File: config.mk
export PLATFORM = sky130hd
export DESIGN_NAME = uart_tx_arb
export DESIGN_NICKNAME = d
export VERILOG_FILES = /design/src/rtl/uart_pkg.sv /design/src/rtl/rr_pick.sv /design/src/rtl/uart_tx_arb.sv
export SDC_FILE = /design/constraint.sdc
export NUM_CORES = 1
export LEC_CHECK = 0
export ABC_AREA = 1
export CORE_MARGIN = 2
export CORE_UTILIZATION = 56
export CTS_BUF_LIST = sky130_fd_sc_hd__clkbuf_4 sky130_fd_sc_hd__clkbuf_8
export DETAILED_ROUTE_END_ITERATION = 12
export MAX_ROUTING_LAYER = met4
export PLACE_DENSITY = 0.88
export SYNTH_ARGS = -nofsm -noshare
export SYNTH_HDL_FRONTEND = slang
export SYNTH_HIERARCHICAL = 1
export SYNTH_SLANG_ARGS = --single-unit
File: constraint.sdc
create_clock -name clk_25mhz -period 3.2 [get_ports clk_25mhz]
set_input_delay 0.32 -clock clk_25mhz [delete_from_list [all_inputs] [get_ports clk_25mhz]]
set_output_delay 0.32 -clock clk_25mhz [all_outputs]
set_load 0.005 [all_outputs]
File: src/rtl/uart_pkg.sv
// Shared types and widths for the UART transmit arbiter.
package uart_pkg;

   localparam int UART_BYTE_W = 8;
   localparam int ARB_TO_W    = 16;

   typedef enum logic [2:0] {
      sIDLE    = 3'd0,
      sGRANT   = 3'd1,
      sSTART   = 3'd2,
      sWAIT_HI = 3'd3,
      sWAIT_LO = 3'd4
   } arb_state_t;

endpackage

File: src/rtl/rr_pick.sv
// Round-robin picker: first asserted request at or after ptr, wrapping.
// Rotates the request vector so ptr lands at bit 0, priority-encodes the
// lowest set bit, then adds ptr back to recover the absolute index.
module rr_pick #(
   parameter int N_REQ = 4,
   parameter int IW    = $clog2(N_REQ)
) (
   input  logic [N_REQ-1:0] req,
   input  logic [IW-1:0]    ptr,
   output logic             any,
   output logic [IW-1:0]    idx
);

   localparam logic [IW:0] N_W = (IW+1)'(N_REQ);

   logic [N_REQ-1:0] rot;
   logic [IW-1:0]    pos;
   logic [IW:0]      usum;

   genvar gi;
   generate
      for (gi = 0; gi < N_REQ; gi++) begin : g_rot
         logic [IW:0]   sum;
         logic [IW-1:0] src;
         assign sum     = {1'b0, ptr} + (IW+1)'(gi);
         assign src     = (sum >= N_W) ? IW'(sum - N_W) : IW'(sum);
         assign rot[gi] = req[src];
      end
   endgenerate

   // lowest set bit of the rotated vector wins
   always_comb begin
      pos = '0;
      for (int j = N_REQ - 1; j >= 0; j--) begin
         if (rot[j]) pos = IW'(j);
      end
   end

   assign any  = |req;
   assign usum = {1'b0, pos} + {1'b0, ptr};
   assign idx  = (usum >= N_W) ? IW'(usum - N_W) : IW'(usum);

endmodule

File: src/rtl/uart_tx_arb.sv
// Message-granular round-robin arbiter sharing one uart_tx among N_REQ
// byte-stream requesters. A grant lasts until the owner's last byte has
// left the serializer, or until the owner goes quiet for TIMEOUT cycles.
module uart_tx_arb
   import uart_pkg::*;
#(
   parameter int                  N_REQ   = 4,
   parameter logic [ARB_TO_W-1:0] TIMEOUT = 16'd65535
) (
   input  logic                           clk_25mhz,
   input  logic                           resetn,
   input  logic [N_REQ-1:0]               req_valid,
   input  logic [UART_BYTE_W*N_REQ-1:0]   req_data,
   input  logic [N_REQ-1:0]               req_last,
   output logic [N_REQ-1:0]               req_ready,
   output logic [UART_BYTE_W-1:0]         uart_data,
   output logic                           uart_start,
   input  logic                           uart_busy,
   output logic [$clog2(N_REQ)-1:0]       grant_id,
   output logic                           active,
   output logic                           timeout_err
);

   localparam int IW = $clog2(N_REQ);

   arb_state_t             state_reg;
   logic [IW-1:0]          owner_reg;
   logic [IW-1:0]          rr_ptr_reg;
   logic [ARB_TO_W-1:0]    cnt_reg;
   logic [UART_BYTE_W-1:0] byte_reg;
   logic                   last_reg;
   logic                   start_reg;
   logic                   active_reg;
   logic                   timeout_reg;

   logic                   pick_any;
   logic [IW-1:0]          pick_idx;
   logic                   accept;
   logic [IW-1:0]          owner_next;
   logic [ARB_TO_W:0]      cnt_inc;
   logic                   timeout_hit;
   logic [UART_BYTE_W-1:0] data_arr [N_REQ];

   genvar gi;
   generate
      for (gi = 0; gi < N_REQ; gi++) begin : g_unpack
         assign data_arr[gi] = req_data[gi*UART_BYTE_W +: UART_BYTE_W];
      end
   endgenerate

   rr_pick #(
      .N_REQ (N_REQ)
   ) u_pick (
      .req (req_valid),
      .ptr (rr_ptr_reg),
      .any (pick_any),
      .idx (pick_idx)
   );

   // Only the owner may be accepted, and never while reset is asserted so
   // a requester cannot believe a byte was taken that reset then discards.
   always_comb begin
      req_ready = '0;
      if (resetn && state_reg == sGRANT) req_ready[owner_reg] = req_valid[owner_reg];
   end

   assign accept      = resetn && (state_reg == sGRANT) && req_valid[owner_reg];
   assign owner_next  = (owner_reg == IW'(N_REQ - 1)) ? '0 : owner_reg + 1'b1;
   assign cnt_inc     = {1'b0, cnt_reg} + (ARB_TO_W+1)'(1);
   assign timeout_hit = cnt_inc >= {1'b0, TIMEOUT};

   // Grant sequencing: arbitrate, take a byte, pulse start, track busy.
   always_ff @(posedge clk_25mhz) begin
      if (!resetn) begin
         state_reg   <= sIDLE;
         owner_reg   <= '0;
         rr_ptr_reg  <= '0;
         cnt_reg     <= '0;
         byte_reg    <= '0;
         last_reg    <= 1'b0;
         start_reg   <= 1'b0;
         active_reg  <= 1'b0;
         timeout_reg <= 1'b0;
      end else begin
         start_reg   <= 1'b0;
         timeout_reg <= 1'b0;
         case (state_reg)
            sIDLE: begin
               if (pick_any) begin
                  owner_reg  <= pick_idx;
                  cnt_reg    <= '0;
                  active_reg <= 1'b1;
                  state_reg  <= sGRANT;
               end
            end
            sGRANT: begin
               if (accept) begin
                  byte_reg  <= data_arr[owner_reg];
                  last_reg  <= req_last[owner_reg];
                  start_reg <= 1'b1;
                  state_reg <= sSTART;
               end else begin
                  // saturate rather than wrap if TIMEOUT is never reached
                  cnt_reg <= cnt_inc[ARB_TO_W] ? cnt_reg : cnt_inc[ARB_TO_W-1:0];
                  if (timeout_hit) begin
                     timeout_reg <= 1'b1;
                     rr_ptr_reg  <= owner_next;
                     active_reg  <= 1'b0;
                     state_reg   <= sIDLE;
                  end
               end
            end
            sSTART: begin
               state_reg <= sWAIT_HI;
            end
            sWAIT_HI: begin
               if (uart_busy) state_reg <= sWAIT_LO;
            end
            sWAIT_LO: begin
               if (!uart_busy) begin
                  if (last_reg) begin
                     rr_ptr_reg <= owner_next;
                     active_reg <= 1'b0;
                     state_reg  <= sIDLE;
                  end else begin
                     cnt_reg   <= '0;
                     state_reg <= sGRANT;
                  end
               end
            end
            default: begin
               active_reg <= 1'b0;
               state_reg  <= sIDLE;
            end
         endcase
      end
   end

   assign uart_data   = byte_reg;
   assign uart_start  = start_reg;
   assign grant_id    = owner_reg;
   assign active      = active_reg;
   assign timeout_err = timeout_reg;

endmodule

==> summary.log <==
INFO  outcome        status=complete, no violations
INFO  floorplan      floorplan.die_area=0.00528sqmm
INFO  worst_setup_path cp.depth=7
INFO  power          p_leak=1.46nW
INFO  grt            grt_first_pass_wirelength=11.8mm
INFO  clock_network  cts_max_path_buffers=2
INFO  clock_network  cts-htree-levels=2
INFO  yosys          yosysTopAreaCellShare=26.6%
INFO  power          combPwrFrac=35.5%
INFO  worst_setup_path path_buf_inv=3
INFO  yosys          syn-instance-count=409
INFO  floorplan      die_w=72.6um
INFO  sta            rsz_0062_raised_after_global_routing=no
INFO  floorplan      die_height=72.6um
INFO  clock_network  cts_resized=0
INFO  power          power.share.clock=26.7%
INFO  drt            drt_wl_total=6.91mm
INFO  cells_and_area mostFrequentLayoutCell=sky130_fd_sc_hd__nand2_1
INFO  cells_and_area layout.filler_cells=357
INFO  cells_and_area ant_cells=0
INFO  clock_network  cts.root.buffer_cell=sky130_fd_sc_hd__clkbuf_8
INFO  placed_design  detailed_place_hpwl=5.48mm
INFO  yosys          async_reset_ff_share=0%
INFO  drt            detail_route.drc_violations=0
INFO  yosys          edff_count_synth=0
INFO  worst_setup_path cell_with_the_largest_stage_delay_on_the_worst_path=sky130_fd_sc_hd__clkdlybuf4s50_1
INFO  sta            max_frequency=370MHz
INFO  sta            report.final.hold_viol_count=0
INFO  worst_setup_path worstPathRequired=2880ps
INFO  drt            drt-wirelength-per-cell=13.3um
INFO  cells_and_area layout.cells.most_common_list=sky130_fd_sc_hd__nand2_1 (85), sky130_fd_sc_hd__nor2_1 (66), sky130_fd_sc_hd__clkdlybuf4s50_1 (59), sky130_fd_sc_hd__inv_1 (41), sky130_fd_sc_hd__o21ai_0 (37)
INFO  job            timing.max_cap.violations=0
INFO  sta            fin_hold_ws=494ps
INFO  worst_setup_path setup.worst_path.class=flop to output port
INFO  cells_and_area final_nets=518
INFO  clock_network  tritoncts_clock_tree=yes
INFO  sta            post-route-min-period=2700ps
INFO  drt            detailedRoute.firstIterationViolations=124
INFO  yosys          postSynthAreaPerCell=6.45squm
INFO  grt            globalRoute.totalOverflow=0
INFO  yosys          synth_flop_cell=sky130_fd_sc_hd__dfxtp_1
INFO  sta            timing_worst_slew_pin_value=610ps
INFO  clock_network  postCtsHoldBufs=0
INFO  sta            relSlewSlack=59.3%
INFO  grt            grt_start_max_net_pins=25
INFO  hold_path      hold-path-cell-count=2
INFO  drt            drt_first_pass_iters=4
INFO  worst_setup_path worstRegToRegCells=12
INFO  placed_design  routability_cong=0.971
INFO  floorplan      floorplan.core_area=0.00444sqmm
INFO  yosys          post_synth_main_area_contributors=sky130_fd_sc_hd__dfxtp_1 (27%), sky130_fd_sc_hd__nand2_1 (12%), sky130_fd_sc_hd__nor2_1 (9.4%)
INFO  drt            number_of_nets_still_failing_antenna_checks_after_routing=0
INFO  floorplan      top_level_ports=60
INFO  yosys          synth-seq-area-share=26.6%
INFO  worst_setup_path critical_path_arrival=2380ps
INFO  yosys          post_synth_instance_area=0.00264sqmm
INFO  yosys          synth.ff_latch_count=35
INFO  placed_design  buffer_ports.inserted=59
INFO  sta            finalMaxSlewViolations=0
INFO  clock_network  cts_inserted_buffers=5
INFO  grt            vias_in_the_first_global_route=2729
INFO  sta            report.final.setup_viol=0
INFO  grt            antenna_found_initial=0
INFO  clock_network  cts.sinks=35
INFO  sta            largest_clock_skew_in_the_final_design=7.09ps
INFO  clock_network  post-cts-setup-buffers=0
INFO  cells_and_area area_growth_syn_to_layout=28.0%
INFO  worst_setup_path path_delay_family=buffers and inverters
INFO  power          power_density=437mW/mm^2
INFO  worst_setup_path critical-path-max-stage-delay=520ps
INFO  drt            routed_via_density=5.38
INFO  floorplan      row_count=24
INFO  hold_path      holdCritPathClass=flop to flop
INFO  power          sequentialPowerShare=37.8%
INFO  drt            vias=2804
INFO  cells_and_area largest_register_ff_count=16
INFO  yosys          synth_fp_nets=459
INFO  clock_network  worst_skew_pair.late_latency=290ps
INFO  sta            fin_tns_setup=0ps
INFO  yosys          yosys_warnings=6
INFO  power          cellInternalPower=0.000937W
INFO  cells_and_area final_layout_size_suffix_gt1_share=14.1%
INFO  power          swShare=36.5%
INFO  worst_setup_path timing.critical_path.fanout_max=24
INFO  grt            grt_usage=28.9%
INFO  yosys          synth.largest_area_cell=sky130_fd_sc_hd__dfxtp_1
INFO  worst_setup_path path_cells=buf_4, inv_1, nand2_1, nand3_1, nand3_4, nor2_1, clkdlybuf4s50_1
INFO  power          power_switching=0.000539W
INFO  sta            final.period_utilization=84.4%
INFO  yosys          yosys.cell_types.count=36
INFO  worst_setup_path endpoint_kind=output port
INFO  clock_network  clkTransAtPathRegs=70ps
INFO  worst_setup_path timing.critical_path.from_type=flop
INFO  floorplan      initial_core_util=59.4%
INFO  power          peakVddDrop=0.000215V
per-stage QoR:
step / cell area [sq um] / setup WS [ps] / util, % / instances / total power (W)
2_1_floorplan: 2640 / 1420 / - / 409 / 0.000907
3_3_place_gp: 3260 / 716 / 73.5 / 513 / 0.00106
3_5_place_dp: 3260 / 658 / 73.5 / 513 / 0.00108
4_1_cts: 3380 / 495 / 76.0 / 521 / 0.00148
5_1_grt: 3380 / 267 / 76.0 / 521 / 0.00157
6_report: 3380 / 500 / 76.0 / 521 / 0.00148
power by group through the flow:
stage | combinational (W) | sequential (W) | clock, W
floorplan | 0.000353 | 0.000554 | 0
global placement | 0.000503 | 0.000561 | 0
detailed placement | 0.000518 | 0.000565 | 0
CTS | 0.000522 | 0.000556 | 0.000399
global route | 0.000591 | 0.000564 | 0.000418
finish | 0.000524 | 0.000557 | 0.000394
final timing paths:
kind	start	end	slack [ps]
setup / recovery	grant_id[0]	req_ready[1]	500
hold / removal	active	active	490
hold reg to reg	active	active	490
setup reg to reg	grant_id[0]	rr_ptr_reg[1]	800
synthesized netlist by cell type (2+ instances only):
cell / n
sky130_fd_sc_hd__clkbuf_1: 5
sky130_fd_sc_hd__ha_1: 7
sky130_fd_sc_hd__a21oi_1: 15
sky130_fd_sc_hd__a211oi_1: 2
sky130_fd_sc_hd__xor2_1: 3
sky130_fd_sc_hd__dfxtp_1: 35
sky130_fd_sc_hd__nand2_2: 14
sky130_fd_sc_hd__nor2_2: 6
sky130_fd_sc_hd__inv_2: 6
sky130_fd_sc_hd__o21ai_2: 2
sky130_fd_sc_hd__o21ai_1: 7
sky130_fd_sc_hd__nand2_1: 85
sky130_fd_sc_hd__buf_2: 3
sky130_fd_sc_hd__a21oi_2: 10
sky130_fd_sc_hd__o22ai_1: 2
sky130_fd_sc_hd__o21ai_0: 37
sky130_fd_sc_hd__nand3_1: 23
sky130_fd_sc_hd__inv_1: 41
sky130_fd_sc_hd__nor2_8: 2
sky130_fd_sc_hd__buf_6: 2
sky130_fd_sc_hd__nor2_1: 66
sky130_fd_sc_hd__a31oi_1: 8
sky130_fd_sc_hd__nor2_4: 7
sky130_fd_sc_hd__nand4_1: 9
cells by family after synthesis:
group	Yosys count	synth area share, %
simple gates	220	41.0
xor+xnor	3	0.996
flops	35	26.6
compound gates	84	18.4
fa+ha+maj	7	3.32
buf+inv	60	9.72
layout make-up:
type,instances,area [sq um],share of cell area (%)
tap,52,65.1,1.93
timing repair buffer,63,621,18.4
sequential,35,701,20.7
clock buffer,5,68.8,2.04
multi-input combinational,314,1680,49.8
clock inverter,3,43.8,1.30
inverter,49,196,5.82
layer usage:
layer	part of all wire [%]	track usage (%)	vias up
met5	0	-	-
met4	1.9	9.88	0
met3	5.5	5.11	12
met2	49	49.6	90
met1	44	34.0	1253
li1	-	-	1449
worst reg2reg max path, cell delays in order, from the launching register on:
cell and delay [ps]:
sky130_fd_sc_hd__dfxtp_1 320, sky130_fd_sc_hd__buf_4 250, sky130_fd_sc_hd__inv_1 340, sky130_fd_sc_hd__nand2_1 150, sky130_fd_sc_hd__nand3_1 160, sky130_fd_sc_hd__nand3_4 200, sky130_fd_sc_hd__inv_2 150, sky130_fd_sc_hd__a21oi_1 160
sky130_fd_sc_hd__inv_1 70, sky130_fd_sc_hd__a21oi_1 260, sky130_fd_sc_hd__nand3_1 130, sky130_fd_sc_hd__nand2_1 80, sky130_fd_sc_hd__nor2_1 40
Power figures use the tool's default switching activity.
